--- config.mk ---
export PLATFORM = sky130hd
export DESIGN_NAME = pipeline_run_controller
export DESIGN_NICKNAME = d
export VERILOG_FILES = /design/src/rtl/pipeline_run_controller.sv
export SDC_FILE = /design/constraint.sdc
export NUM_CORES = 1
export LEC_CHECK = 0
export BUFFER_PORTS_ARGS = -buffer_cell sky130_fd_sc_hd__buf_2
export CAP_MARGIN = 10
export CORE_MARGIN = 5
export CORE_UTILIZATION = 35
export DETAILED_ROUTE_END_ITERATION = 12
export GPL_TIMING_DRIVEN = 0
export SETUP_SLACK_MARGIN = 0.05
export SLEW_MARGIN = 20
export SYNTH_ARGS = -nofsm -noshare
export SYNTH_HDL_FRONTEND = slang
export SYNTH_SLANG_ARGS = --single-unit
--- constraint.sdc ---
create_clock -name clock -period 2.76 [get_ports clock]
set_clock_uncertainty 0.15 [all_clocks]
set_input_delay 0.276 -clock clock [delete_from_list [all_inputs] [get_ports clock]]
set_output_delay 0.276 -clock clock [all_outputs]
set_load 0.01 [all_outputs]
--- src/rtl/pipeline_run_controller.sv ---
// Run/step/halt sequencer for the five-stage pipeline: gates PC, IF/DEC and
// downstream stage enables from debug commands, load-use stalls and HALT.
module pipeline_run_controller #(
  parameter int PIPE_DRAIN = 3,
  parameter int NB_DRAIN   = 2,
  parameter int NB_CYCLES  = 32
) (
  input  logic                 clock,
  input  logic                 reset,
  input  logic                 run_req_i,
  input  logic                 step_req_i,
  input  logic                 halt_i,
  input  logic                 load_use_stall_i,
  input  logic                 branch_taken_i,
  output logic                 pc_write_o,
  output logic                 if_dec_write_o,
  output logic                 if_dec_flush_o,
  output logic                 dec_ex_bubble_o,
  output logic                 pipe_enable_o,
  output logic                 halted_o,
  output logic                 step_done_o,
  output logic [2:0]           state_o,
  output logic [NB_CYCLES-1:0] cycle_count_o
);

  typedef enum logic [2:0] {
    IDLE   = 3'd0,
    RUN    = 3'd1,
    STEP   = 3'd2,
    DRAIN  = 3'd3,
    HALTED = 3'd4
  } state_t;

  state_t                r_state;
  state_t                w_next;
  logic [NB_DRAIN-1:0]   r_drain_cnt;
  logic [NB_CYCLES-1:0]  r_cycle_cnt;
  logic                  r_step_done;
  logic                  w_halt_go;

  // A stall coincident with HALT holds the current state; HALT is retried next cycle.
  assign w_halt_go = halt_i & ~load_use_stall_i;

  // NOTE: sequential state uses non-blocking (<=) so every register samples
  // pre-edge values regardless of block evaluation order.
  always_ff @(posedge clock) begin
    if (reset) r_state <= IDLE;
    else       r_state <= w_next;
  end

  // NOTE: w_next gets a default before the case so no path leaves it
  // unassigned, which would otherwise infer a latch.
  always_comb begin
    w_next = IDLE;
    case (r_state)
      IDLE: begin
        if (run_req_i)       w_next = RUN;
        else if (step_req_i) w_next = STEP;
        else                 w_next = IDLE;
      end
      RUN:    w_next = w_halt_go ? DRAIN : RUN;
      STEP: begin
        if (w_halt_go)   w_next = DRAIN;
        else if (halt_i) w_next = STEP;
        else             w_next = IDLE;
      end
      DRAIN:  w_next = (r_drain_cnt == '0) ? HALTED : DRAIN;
      HALTED: w_next = HALTED;
      default: w_next = IDLE;
    endcase
  end

  always_comb begin
    pc_write_o      = 1'b0;
    if_dec_write_o  = 1'b0;
    if_dec_flush_o  = 1'b0;
    dec_ex_bubble_o = 1'b0;
    pipe_enable_o   = 1'b0;
    halted_o        = 1'b0;
    case (r_state)
      RUN, STEP: begin
        pipe_enable_o   = 1'b1;
        pc_write_o      = ~(load_use_stall_i | halt_i);
        if_dec_write_o  = ~(load_use_stall_i | halt_i);
        dec_ex_bubble_o = load_use_stall_i;
        if_dec_flush_o  = branch_taken_i & ~load_use_stall_i & ~halt_i;
      end
      DRAIN: begin
        pipe_enable_o   = 1'b1;
        dec_ex_bubble_o = 1'b1;
      end
      HALTED:  halted_o = 1'b1;
      default: ;
    endcase
  end

  // Counter holds the remaining DRAIN cycles after the current one.
  always_ff @(posedge clock) begin
    if (reset)
      r_drain_cnt <= '0;
    else if (r_state != DRAIN && w_next == DRAIN)
      r_drain_cnt <= NB_DRAIN'(PIPE_DRAIN - 1);
    else if (r_state == DRAIN && r_drain_cnt != '0)
      r_drain_cnt <= r_drain_cnt - NB_DRAIN'(1);
  end

  always_ff @(posedge clock) begin
    if (reset)
      r_cycle_cnt <= '0;
    else if (pipe_enable_o && !(&r_cycle_cnt))
      r_cycle_cnt <= r_cycle_cnt + NB_CYCLES'(1);
  end

  always_ff @(posedge clock) begin
    if (reset) r_step_done <= 1'b0;
    else       r_step_done <= (r_state == STEP) && (w_next == IDLE);
  end

  assign step_done_o   = r_step_done;
  assign state_o       = r_state;
  assign cycle_count_o = r_cycle_cnt;

endmodule

==> run summary <==
final WL -> 5.222 mm
die height -> 86.10 um
minimum clock period -> 2437 ps
R2R cell count -> 6
Post-synth top flop -> dfxtp_1
final worst path period share -> 0.8829
routability cong. -> 0.8269
Peak Freq -> 0.4104 GHz
Initial Utilization -> 0.3636
MaxCap Viol Count -> 0
TritonCTS clock tree -> built
outcome -> complete, no violations
cell area after synthesis -> 2027 um^2
DRC Markers -> 0
vias in the first global route -> 1744
initial antenna violation count -> 0
Leakage -> 0.0009203 uW
register area share after synthesis -> 0.3753
Gate Count Post-Synth -> 242
WL/cell -> 14.11 um
placed cell area -> 2357 um^2
grt ovf -> 0
CORE AREA -> 5574 um^2
# port buffers -> 48
GRT Resource Usage Total -> 0.1407
post-detailed-route count of antenna-violating nets -> 0
Least-Margin Pin Slew -> 566.2 ps
Critical Path Source Type -> flip-flop
drt pass-1 iters -> 4
Setup Total Neg Slack -> 0 ps
CTS Buf Count -> 5
Mapped Avg Cell Area -> 8.376 um^2
count leader, synth -> dfxtp_1
largest net degree at the start of global routing -> 13
H-tree depth -> 2
DP HPWL -> 3.924 mm
Area growth syn-to-layout -> 21.67%
Starting DRT DRC Count -> 103
# setup viols final -> 0
vias per cell -> 5.368
YS warnings -> 0
Yosys reg bits -> 38
Hold-fix buffers, CTS -> 0
Synth Net Count -> 251
clock slew at reported path FFs -> 80 ps
Fin. Hold Viols -> 0
Synth top area share -> 0.3753
Worst Hold Class -> in -> reg
IO Count -> 49
Worst Path Arrival -> 2440 ps
Die ar. -> 7413 um^2
clock root cell -> clkbuf_8
cell row count -> 27
leading area contributor after synthesis -> dfxtp_1
final net count -> 306
post-route cell area -> 2466 um^2
top post-synthesis cells by count -> 38 x dfxtp_1, 22 x a21oi_1, 18 x nor2_1
asr flop ratio synth -> 0
Power Dens Cells -> 499.6 nW/um^2
Longest Clk Path Bufs -> 2
leading post-synthesis cells by cell area -> dfxtp_1 38%, a21oi_1 5.4%, xnor2_1 3.9%
Max VDD drop -> 0.2913 mV
clk_lat worst skew -> 290 ps
layout cell share with drive strength beyond 1 -> 0.2483
ANT cells -> 0
Rel. slew slack -> 0.6190
flop-to-flop setup slack -> 320 ps
vias -> 1986
CP Data Required Time -> 2760 ps
kind of critical path -> reg -> reg
crit-path max FO -> 10
Die Width -> 86.10 um
CTS sink cnt -> 38
Post-CTS Setup Inserts -> 0
Slew Viols, Final -> 0
Post-CTS Resized -> 0
number of synthesized flops with an enable pin -> 0
unrepaired setup endpoints after global routing -> false
global-route wire length before repair -> 8.438 mm
post-synth cell types -> 49
CP Capture Type -> flip-flop
WHS Path Cells -> 2
## final timing paths
check                                       start           endpoint
worst max-delay path            cycle_count_o[31]   cycle_count_o[1]
worst max register to register  cycle_count_o[31]   cycle_count_o[1]
worst min-delay path                       halt_i        step_done_o
worst min register to register  cycle_count_o[11]  cycle_count_o[11]
## worst max-delay path, stage by stage (launching register included)
cell     delay, ps
dfxtp_1        430
nand4_1        240
or4_4          630
o31ai_4        400
buf_6          210
mux2i_1        180
nor2_1          50
## flip-flops by register name (all words and copies together) (netlist names)
name / count
step_done_o: 1
r_drain_cnt: 2
state_o: 3
cycle_count_o: 32
## cell families (layout without fill, tap and decap cells)
group,after synthesis,in the layout,share of synthesized area
xor+xnor,12,12,0.05186
fa+ha+maj,2,2,0.01234
buf+inv,16,72,0.03580
mux,3,3,0.01605
flops,38,38,0.3753
compound gates,56,56,0.1716
simple gates,115,115,0.3370
## area by class of cell
cell class              count  area, um^2
flip-flops and latches     38       760.7
inverters                   6       22.52
plain buffers              10       50.05
repair buffers             48       240.2
well taps                  72       90.09
clock buffers               5       68.82
clock inverters             3       40.04
multi-input cells         188        1194
fillers                   573        3108
## where the power goes
| group | switching, uW | internal (uW) |
|---|---|---|
| Combinational | 109 | 70.5 |
| Sequential | 18.0 | 565 |
| Clock | 204 | 266 |
## placed cells by master (no fill, tap or decap), types with 5 or more instances in the layout
cell type	instances
a21oi_1	22
and3_1	5
buf_2	49
clkbuf_1	5
clkbuf_8	5
dfxtp_1	38
inv_1	6
nand2_1	14
nand3_1	14
nand4_1	6
nor2_1	18
nor4_1	9
o21ai_0	5
o21ai_1	10
o31ai_1	5
or3_1	12
xnor2_1	9
## metal layers
metal	track usage	routed length [um]	vias to the layer above
li1	-	-	1017
met1	0.1914	2522	922
met2	0.2228	2385	39
met3	0.03170	259	8
met4	0.03885	55	0
met5	0	0	-
## metrics by stage
stage	total power [uW]	util	instances	setup slack, ps	hold slack, ps
2_1_floorplan	716.0	-	242	510.6	202.8
3_3_place_gp	774.1	0.4229	362	328.1	333.5
3_5_place_dp	776.2	0.4229	362	357.5	350.3
4_1_cts	1239	0.4424	370	326.9	50.58
5_1_grt	1283	0.4424	370	162.7	66.28
6_report	1232	0.4424	370	323.2	52.44
(Power assumes the default switching activity.)
